<file path="src/rtl/smaqa_pkg.sv">
// smaqa_pkg: shared op/state encodings and field layout for the packed-int8 MAC sequencer
package smaqa_pkg;
  typedef enum logic [1:0] {
    OP_CLR  = 2'd0,
    OP_LOAD = 2'd1,
    OP_ACC  = 2'd2,
    OP_READ = 2'd3
  } smaqa_op_t;
  typedef enum logic [1:0] {
    ST_EMPTY,
    ST_FILLED,
    ST_STREAMING
  } smaqa_state_t;
  localparam int LANES = 4;
  localparam int LANE_W = 8;
  localparam int READ_CNT_LSB = 0;
  localparam int READ_RD_LSB = 8;
endpackage

</file>
<file path="src/rtl/smaqa_dot4.sv">
// smaqa_dot4: 4-lane u8 x s8 dot product plus 32-bit addend, mod 2^32
module smaqa_dot4 import smaqa_pkg::*; (
  input  logic [31:0] weight,
  input  logic [31:0] act,
  input  logic [31:0] addend,
  output logic [31:0] sum
);
  logic [31:0] prod [LANES];
  for (genvar k = 0; k < LANES; k++) begin : g_lane
    // weight byte zero-extends, activation byte sign-extends; low 32 bits of the product are exact
    assign prod[k] = 32'(weight[k*LANE_W +: LANE_W]) * 32'(signed'(act[k*LANE_W +: LANE_W]));
  end
  always_comb begin
    sum = addend;
    for (int i = 0; i < LANES; i++) sum = sum + prod[i];
  end
endmodule

</file>
<file path="src/rtl/smaqa_stream_ctrl.sv">
// smaqa_stream_ctrl: weight buffer, read/write pointers and 1-entry result register
// sequencing CLR/LOAD/ACC/READ ops for the packed-int8 MAC path.
module smaqa_stream_ctrl import smaqa_pkg::*; #(
  parameter int XLEN = 32,
  parameter int DEPTH = 16,
  parameter int TRANS_ID_BITS = 3
) (
  input  logic                     clk_i,
  input  logic                     rst_ni,
  input  logic                     valid_i,
  output logic                     ready_o,
  input  smaqa_op_t                op_i,
  input  logic [TRANS_ID_BITS-1:0] trans_id_i,
  input  logic [XLEN-1:0]          operand_a_i,
  input  logic [XLEN-1:0]          operand_c_i,
  output logic                     valid_o,
  input  logic                     out_ready_i,
  output logic [XLEN-1:0]          result_o,
  output logic [TRANS_ID_BITS-1:0] trans_id_o,
  output logic                     err_o,
  output logic [$clog2(DEPTH):0]   count_o
);
  localparam int PW = $clog2(DEPTH);
  smaqa_state_t state_q, state_d;
  logic [PW:0] wr_q, wr_d;
  logic [PW-1:0] rd_q, rd_d;
  logic [XLEN-1:0] wbuf [DEPTH];
  logic [XLEN-1:0] res_d;
  logic err_d, accept, full, wrap;
  logic [31:0] dot;
  assign ready_o = !valid_o || out_ready_i;
  assign accept = valid_i && ready_o;
  assign full = wr_q == (PW+1)'(DEPTH);
  assign wrap = ({1'b0, rd_q} + 1'b1) == wr_q;
  assign count_o = wr_q;
  smaqa_dot4 u_dot (
    .weight (wbuf[rd_q][31:0]),
    .act    (operand_a_i[31:0]),
    .addend (operand_c_i[31:0]),
    .sum    (dot)
  );
  always_comb begin
    state_d = state_q;
    wr_d = wr_q;
    rd_d = rd_q;
    res_d = '0;
    err_d = 1'b0;
    if (accept) begin
      case (op_i)
        OP_CLR: begin
          state_d = ST_EMPTY;
          wr_d = '0;
          rd_d = '0;
        end
        OP_LOAD: begin
          wr_d = full ? wr_q : wr_q + 1'b1;
          state_d = (state_q == ST_EMPTY) ? ST_FILLED : state_q;
          res_d = XLEN'(wr_d);
          err_d = full;
        end
        OP_ACC: begin
          if (state_q == ST_EMPTY) begin
            res_d = operand_c_i;
            err_d = 1'b1;
          end else begin
            res_d = XLEN'(signed'(dot));
            rd_d = wrap ? '0 : rd_q + 1'b1;
            state_d = wrap ? ST_FILLED : ST_STREAMING;
          end
        end
        OP_READ: res_d = (XLEN'(rd_q) << READ_RD_LSB) | (XLEN'(wr_q) << READ_CNT_LSB);
      endcase
    end
  end
  always_ff @(posedge clk_i or negedge rst_ni) begin
    if (!rst_ni) begin
      state_q <= ST_EMPTY;
      wr_q <= '0;
      rd_q <= '0;
      valid_o <= 1'b0;
      result_o <= '0;
      trans_id_o <= '0;
      err_o <= 1'b0;
    end else begin
      state_q <= state_d;
      wr_q <= wr_d;
      rd_q <= rd_d;
      if (accept) begin
        valid_o <= 1'b1;
        result_o <= res_d;
        trans_id_o <= trans_id_i;
        err_o <= err_d;
      end else if (out_ready_i) begin
        valid_o <= 1'b0;
      end
    end
  end
  always_ff @(posedge clk_i) begin
    if (accept && op_i == OP_LOAD && !full) wbuf[wr_q[PW-1:0]] <= operand_a_i;
  end
endmodule

</file>
<file path="config.mk">
export PLATFORM = sky130hd
export DESIGN_NAME = smaqa_stream_ctrl
export DESIGN_NICKNAME = d
export VERILOG_FILES = /design/src/rtl/smaqa_pkg.sv /design/src/rtl/smaqa_dot4.sv /design/src/rtl/smaqa_stream_ctrl.sv
export SDC_FILE = /design/constraint.sdc
export NUM_CORES = 1
export LEC_CHECK = 0
export CAP_MARGIN = 0
export CORE_AREA = 2 2 276 278
export DETAILED_ROUTE_END_ITERATION = 12
export DIE_AREA = 0 0 278 280
export PLACE_DENSITY = 0.65
export SLEW_MARGIN = 20
export SYNTH_ARGS = -nofsm -noshare
export SYNTH_HDL_FRONTEND = slang
export SYNTH_HIERARCHICAL = 1
export SYNTH_SLANG_ARGS = --single-unit
</file>
<file path="constraint.sdc">
create_clock -name clk_i -period 8.95 [get_ports clk_i]
set_input_delay 1.79 -clock clk_i [delete_from_list [all_inputs] [get_ports clk_i]]
set_output_delay 1.79 -clock clk_i [all_outputs]
set_load 0.05 [all_outputs]
</file>
## Word-level counts from Yosys, hierarchy flattened

Memories as Yosys holds them, arrays and structs flattened.
Cells that the tools add are included.

- Memory bits (writable): 512
- Memories: 1
- Bits in latches: 0
- Logic and storage cells: 59
- Register bits after elaboration: 48
- Bits in read-only memories: 0

Memory list:

| memory | depth | width | read ports | clocked after memory_dff | wr ports | line | RTL |
|---|---|---|---|---|---|---|---|
| wbuf | 16 | 32 | 1 | 0 | 1 | smaqa_stream_ctrl.sv:27 | `logic [XLEN-1:0] wbuf [DEPTH];` |

- Divide/modulo/power cells: 0
- Magnitude comparators: 0
- Reductions and logical operators: 15
- Shift-type cells: 0
- Add/subtract/negate cells: 7
- Equal/unequal tests: 7
- Bitwise operators: 1
- Multiply operators: 4
- Muxes and demuxes: 17

Operators by type and width:

| operator | count |
|---|---|
| $add A32 B32 Y32 | 4 |
| $pmux W32 S3 | 1 |
| $mul A9 B8 Y17 | 4 |
| $mux W32 | 1 |
| $or A12 B5 Y12 | 1 |
| $pmux W5 S2 | 1 |
| $mux W4 | 2 |
| $pmux W4 S2 | 1 |
| $mux W2 | 3 |
| $pmux W2 S3 | 1 |
| $reduce_bool A2 Y1 | 3 |
| $add A4 B1 Y5 const B | 1 |
| $add A5 B1 Y5 const B | 1 |
| $eq A5 B5 Y1 | 1 |
| $eq A5 B5 Y1 const B | 1 |
| $mux W1 | 5 |
| $mux W5 | 1 |
| $add A4 B1 Y4 const B | 1 |
| $eq A2 B2 Y1 const B | 2 |
| $logic_not A2 Y1 | 2 |
| $ne A2 B2 Y1 const B | 2 |
| $reduce_and A4 Y1 | 1 |
| $logic_and A1 B1 Y1 | 3 |
| $reduce_and A3 Y1 | 1 |
| other kinds (6) | 7 |

## Logic depth before layout (Yosys ltp)

An unclocked memory read counts as a cell.

- Depth in word-level cells: 8
- Gate-level depth with buffers: 41

## By module

Netlist, hierarchy kept.

Modules (own cells, without submodules):

| module | times used | cells each | area each (sq um) | seq. area each (sq um) |
|---|---|---|---|---|
| smaqa_stream_ctrl | 1 | 1003 | 21902.3 | 16575.9 |
| smaqa_dot4 | 1 | 1417 | 12380.6 | 0.0 |

## Worst setup path before layout

No wires, ideal clock.

- Path type: reg-to-reg
- Start point: register rd_q[1]
- End point: register result_o[31]
- Setup slack: -0.870 ns
- Period minus slack after synthesis: 9.820 ns
- Stages on the path, launching flop included: 39
- Required time: 8.821 ns
- Path buffers: 3
- Arrival time: 9.691 ns
- Cells stage by stage: dfrtp_1 clkbuf_1 buf_2 clkbuf_1 mux4_2 mux4_2 and2_1 fa_1 inv_1 fa_1 inv_1 fa_1 inv_1 fa_1 inv_1 ha_1 or2_0 a21oi_1 (+3 left out) xnor2_2 inv_1 fa_1 fa_1 inv_1 fa_1 ha_1 a21o_1 a21o_1 a21o_1 a21o_1 a21oi_1 nand2_1 o221ai_1 o21ai_0 xnor2_1 mux2i_1 o21ai_1

- Cells in the longest elaborated chain, start to end: 8
- Elaborated cells between the ends (all ways): 11

Ends and longest elaborated chain:

| element | line | RTL |
|---|---|---|
| from (decl) | smaqa_stream_ctrl.sv:26 | `logic [PW-1:0] rd_q, rd_d;` |
| from (signal assigned) | smaqa_stream_ctrl.sv:87 | `rd_q <= rd_d;` |
| $mem_v2 Z16 W32 (*) | n/a |  |
| $mul A9 B8 Y17 | smaqa_dot4.sv:11 | `assign prod[k] = 32'(weight[k*LANE_W +: LANE_W]) * 32'(signed'(act[k*LANE_W +: LANE_W]));` |
| $add A32 B32 Y32 (3 in series) | smaqa_dot4.sv:15 | `for (int i = 0; i < LANES; i++) sum = sum + prod[i];` |
| $add A32 B32 Y32 (*) | smaqa_dot4.sv:15 |  |
| via dot[31] | smaqa_stream_ctrl.sv:30 | `logic [31:0] dot;` |
| $mux W32 (*) | smaqa_stream_ctrl.sv:62 | `if (state_q == ST_EMPTY) begin` |
| $pmux W32 S3 (*) | smaqa_stream_ctrl.sv:49 | `case (op_i)` |
| to (signal assigned) | smaqa_stream_ctrl.sv:90 | `result_o <= res_d;` |
| to (decl) | smaqa_stream_ctrl.sv:18 | `output logic [XLEN-1:0] result_o,` |

Mark *: on every way through the listed nets, which the timed path passes. The rest lies on a longest branch.
A chain may end at the register's enable or synchronous reset.

## Worst setup path after layout

- Start point: register rd_q[0]
- End point: register result_o[26]

Same word-level chain as after synthesis.

==> results.sh <==
export IMPL_fp_row_count=101
export IMPL_worstPathArrival_ns=10.25
export IMPL_die_area_um2=77800
export IMPL_place_inst=3799
export IMPL_syn_nets=2947
export IMPL_ios=116
export IMPL_synthArstFlopShare=0.0857
export IMPL_port_buffers=115
export IMPL_slew_viol_final=0
export IMPL_critPathMaxFanout=8
export IMPL_synthCells=2420
export IMPL_track_usage=0.237
export IMPL_fp_coreArea_um2=75200
export IMPL_fin_ws_ns=-0.774
export IMPL_endpoint_kind="flip-flop"
export IMPL_cts_root_buf="clkbuf_16"
export IMPL_overflow=0
export IMPL_cpPeakStageDelay_ns=0.56
export IMPL_cp_top_family="adder cells"
export IMPL_violations="setup timing"
export IMPL_syn_area_per_cell_um2=14.2
export IMPL_synth_enable_flop_cells=512
export IMPL_final_nets=3450
export IMPL_final_common_cell="edfxtp_1"
export IMPL_outcome="finished with violations"
export IMPL_finalNonFillerCells=3946
export IMPL_slew_headroom=0.356
export IMPL_mostFrequentLayoutCells="edfxtp_1 (512), inv_1 (366), buf_4 (337)"
export IMPL_min_path_type="flip-flop to flip-flop"
export IMPL_hpwl_um=60600
export IMPL_ant_nets=0
export IMPL_cts_sinks=560
export IMPL_fin_crit_ns=9.72
export IMPL_grt_pass1_vias=23200
export IMPL_grt_start_max_net_pins=49
export IMPL_yosysSeqAreaShare=0.484
export IMPL_clk_latency_ns=0.62
export IMPL_post_route_util=0.566
export IMPL_ctsHoldBuffers=0
export IMPL_via_count=21600
export IMPL_wl_um=90400
export IMPL_rsz0062_at_grt="yes"
export IMPL_area_growth_pct=24.0
export IMPL_first_iter_violations=1711
export IMPL_worst_pin_slew_ns=0.966
export IMPL_cp_num_buf_inv=9
export IMPL_cp_start_kind="flip-flop"
export IMPL_first_pass_iters=5
export IMPL_yosysWarnings=6
export IMPL_clock_fmax_mhz=103
export IMPL_syn_area_um2=34300
export IMPL_clock_path_buffers=3
export IMPL_numCtsBuffers=55
export IMPL_fin_setup_tns_ns=-8.12
export IMPL_hold_violations=0
export IMPL_place_congestion=0.936
export IMPL_drc_errors=0
export IMPL_fin_crit_sh=1.09
export IMPL_clk_pin_slew_ns=0.07
export IMPL_die_x_um=278
export IMPL_post_dp_cell_area_um2=39400
export IMPL_worstPathRequired_ns=9.48
export IMPL_grt_pass1_wl_um=137000
export IMPL_setup_violations=18
export IMPL_die_h_um=280
export IMPL_crit_slowest_cell="fa_1"
export IMPL_final_area_um2=42500
export IMPL_ys_flop_type="edfxtp_1"
export IMPL_cts_tree="built"
export IMPL_skew_ns=0.0184
export IMPL_antenna_found_initial=9
export IMPL_start_util=0.456
export IMPL_via_per_inst=5.48
export IMPL_cap_violations=0
export IMPL_cp_common_cell="fa_1"
export IMPL_final_layout_size_suffix_gt1_frac=0.276
export IMPL_synth_seq_cells=560
export IMPL_wl_per_cell_um=22.9
export IMPL_yosysUniqueCellTypes=69
export IMPL_htree_levels=2
export IMPL_critPathKind="flip-flop to flip-flop"
[sequential cells by signal, summed over array words and instances (netlist names)]
signal / cells
state_q: 2
count_o: 5
valid_o: 1
rd_q: 4
result_o: 32
wbuf: 512
err_o: 1
trans_id_o: 3
[Yosys cell counts, drive strengths merged (7+ instances only)]
| library cell | instances | share of area |
|---|---|---|
| edfxtp | 512 | 0.45 |
| inv | 382 | 0.042 |
| fa | 240 | 0.14 |
| ha | 214 | 0.078 |
| mux4 | 160 | 0.11 |
| nand2 | 154 | 0.017 |
| and2 | 147 | 0.027 |
| nor2 | 74 | 0.0081 |
| a21oi | 60 | 0.0088 |
| o21ai | 59 | 0.0086 |
| xnor2 | 59 | 0.016 |
| dfrtp | 48 | 0.035 |
| clkbuf | 34 | 0.0037 |
| mux2i | 31 | 0.0091 |
| nand2b | 27 | 0.0049 |
| xor2 | 25 | 0.0066 |
| buf | 23 | 0.0049 |
| a21o | 20 | 0.0044 |
| nor3 | 13 | 0.0019 |
| nand3 | 12 | 0.0018 |
| o21bai | 10 | 0.0022 |
| nor2b | 9 | 0.0016 |
| or3 | 9 | 0.0016 |
| nand4 | 8 | 0.0015 |
| a31oi | 7 | 0.0015 |
| o211ai | 7 | 0.0015 |
[what timing repair did]
item                                    4_1_cts  5_1_grt
endpoints found under the setup margin       18       20
cloned                                        2        2
setup buffers                                29       19
resized for setup                           105       84
pin swaps                                    78       67
[worst paths after layout]
| path | cells past startpoint | slack (ns) | endpoint | startpoint |
|---|---|---|---|---|
| min in group asynchronous | 2 | 1.29 | result_o[30] | rst_ni |
| setup reg to reg | 37 | -0.77 | result_o[26] | rd_q[0] |
| max in group asynchronous | 2 | 7.19 | rd_q[1] | rst_ni |
| hold reg to reg | 2 | 0.47 | err_o | err_o |
| hold / removal | 2 | 0.47 | err_o | err_o |
| setup / recovery | 37 | -0.77 | result_o[26] | rd_q[0] |
[kinds of logic (layout without fill, tap and decap cells)]
logic type	after synthesis	count (layout)	synth area share
flops	560	560	0.484
simple gates	469	469	0.0686
fa+ha+maj	454	454	0.218
buf+inv	440	987	0.0505
compound gates	216	216	0.0402
mux	196	196	0.116
xor+xnor	85	85	0.0231
other cells	0	1	0
[worst reg2reg max path: cells and delay by family (launching register included)]
family          cells  cell delay (ns)
simple gates        5             0.98
compound gates     10             1.93
flops               1             0.52
fa+ha+maj           9             3.86
mux                 3             1.07
xor+xnor            1             0.25
buf+inv             9             1.03
[per-stage QoR]
| step | hold WS, ns | worst slack (ns) |
|---|---|---|
| 2_1_floorplan | 0.478 | -0.377 |
| 3_3_place_gp | 0.461 | -1.24 |
| 3_5_place_dp | 0.460 | -1.38 |
| 4_1_cts | 0.478 | -0.599 |
| 5_1_grt | 0.497 | -1.12 |
| 6_report | 0.471 | -0.774 |
[layout make-up]
cell class,instances,area [um2]
antenna,1,2.50
multi-input combinational,1420,17000
fill,5868,32700
clock inverter,39,402
tap,978,1220
inverter,383,1450
timing repair buffer,503,4490
clock buffer,62,1400
sequential,560,16600
[routing by layer]
metal,track usage,vias to the layer above,part of all wire
met3,0.0507,184,0.068
met1,0.310,11200,0.41
met2,0.381,706,0.47
met5,0,-,0.0011
met4,0.105,14,0.049
li1,-,9527,-
Power is left out: the tool's default activity adds up to more than one toggle a clock period on the data nets, which glitch-free logic cannot reach.
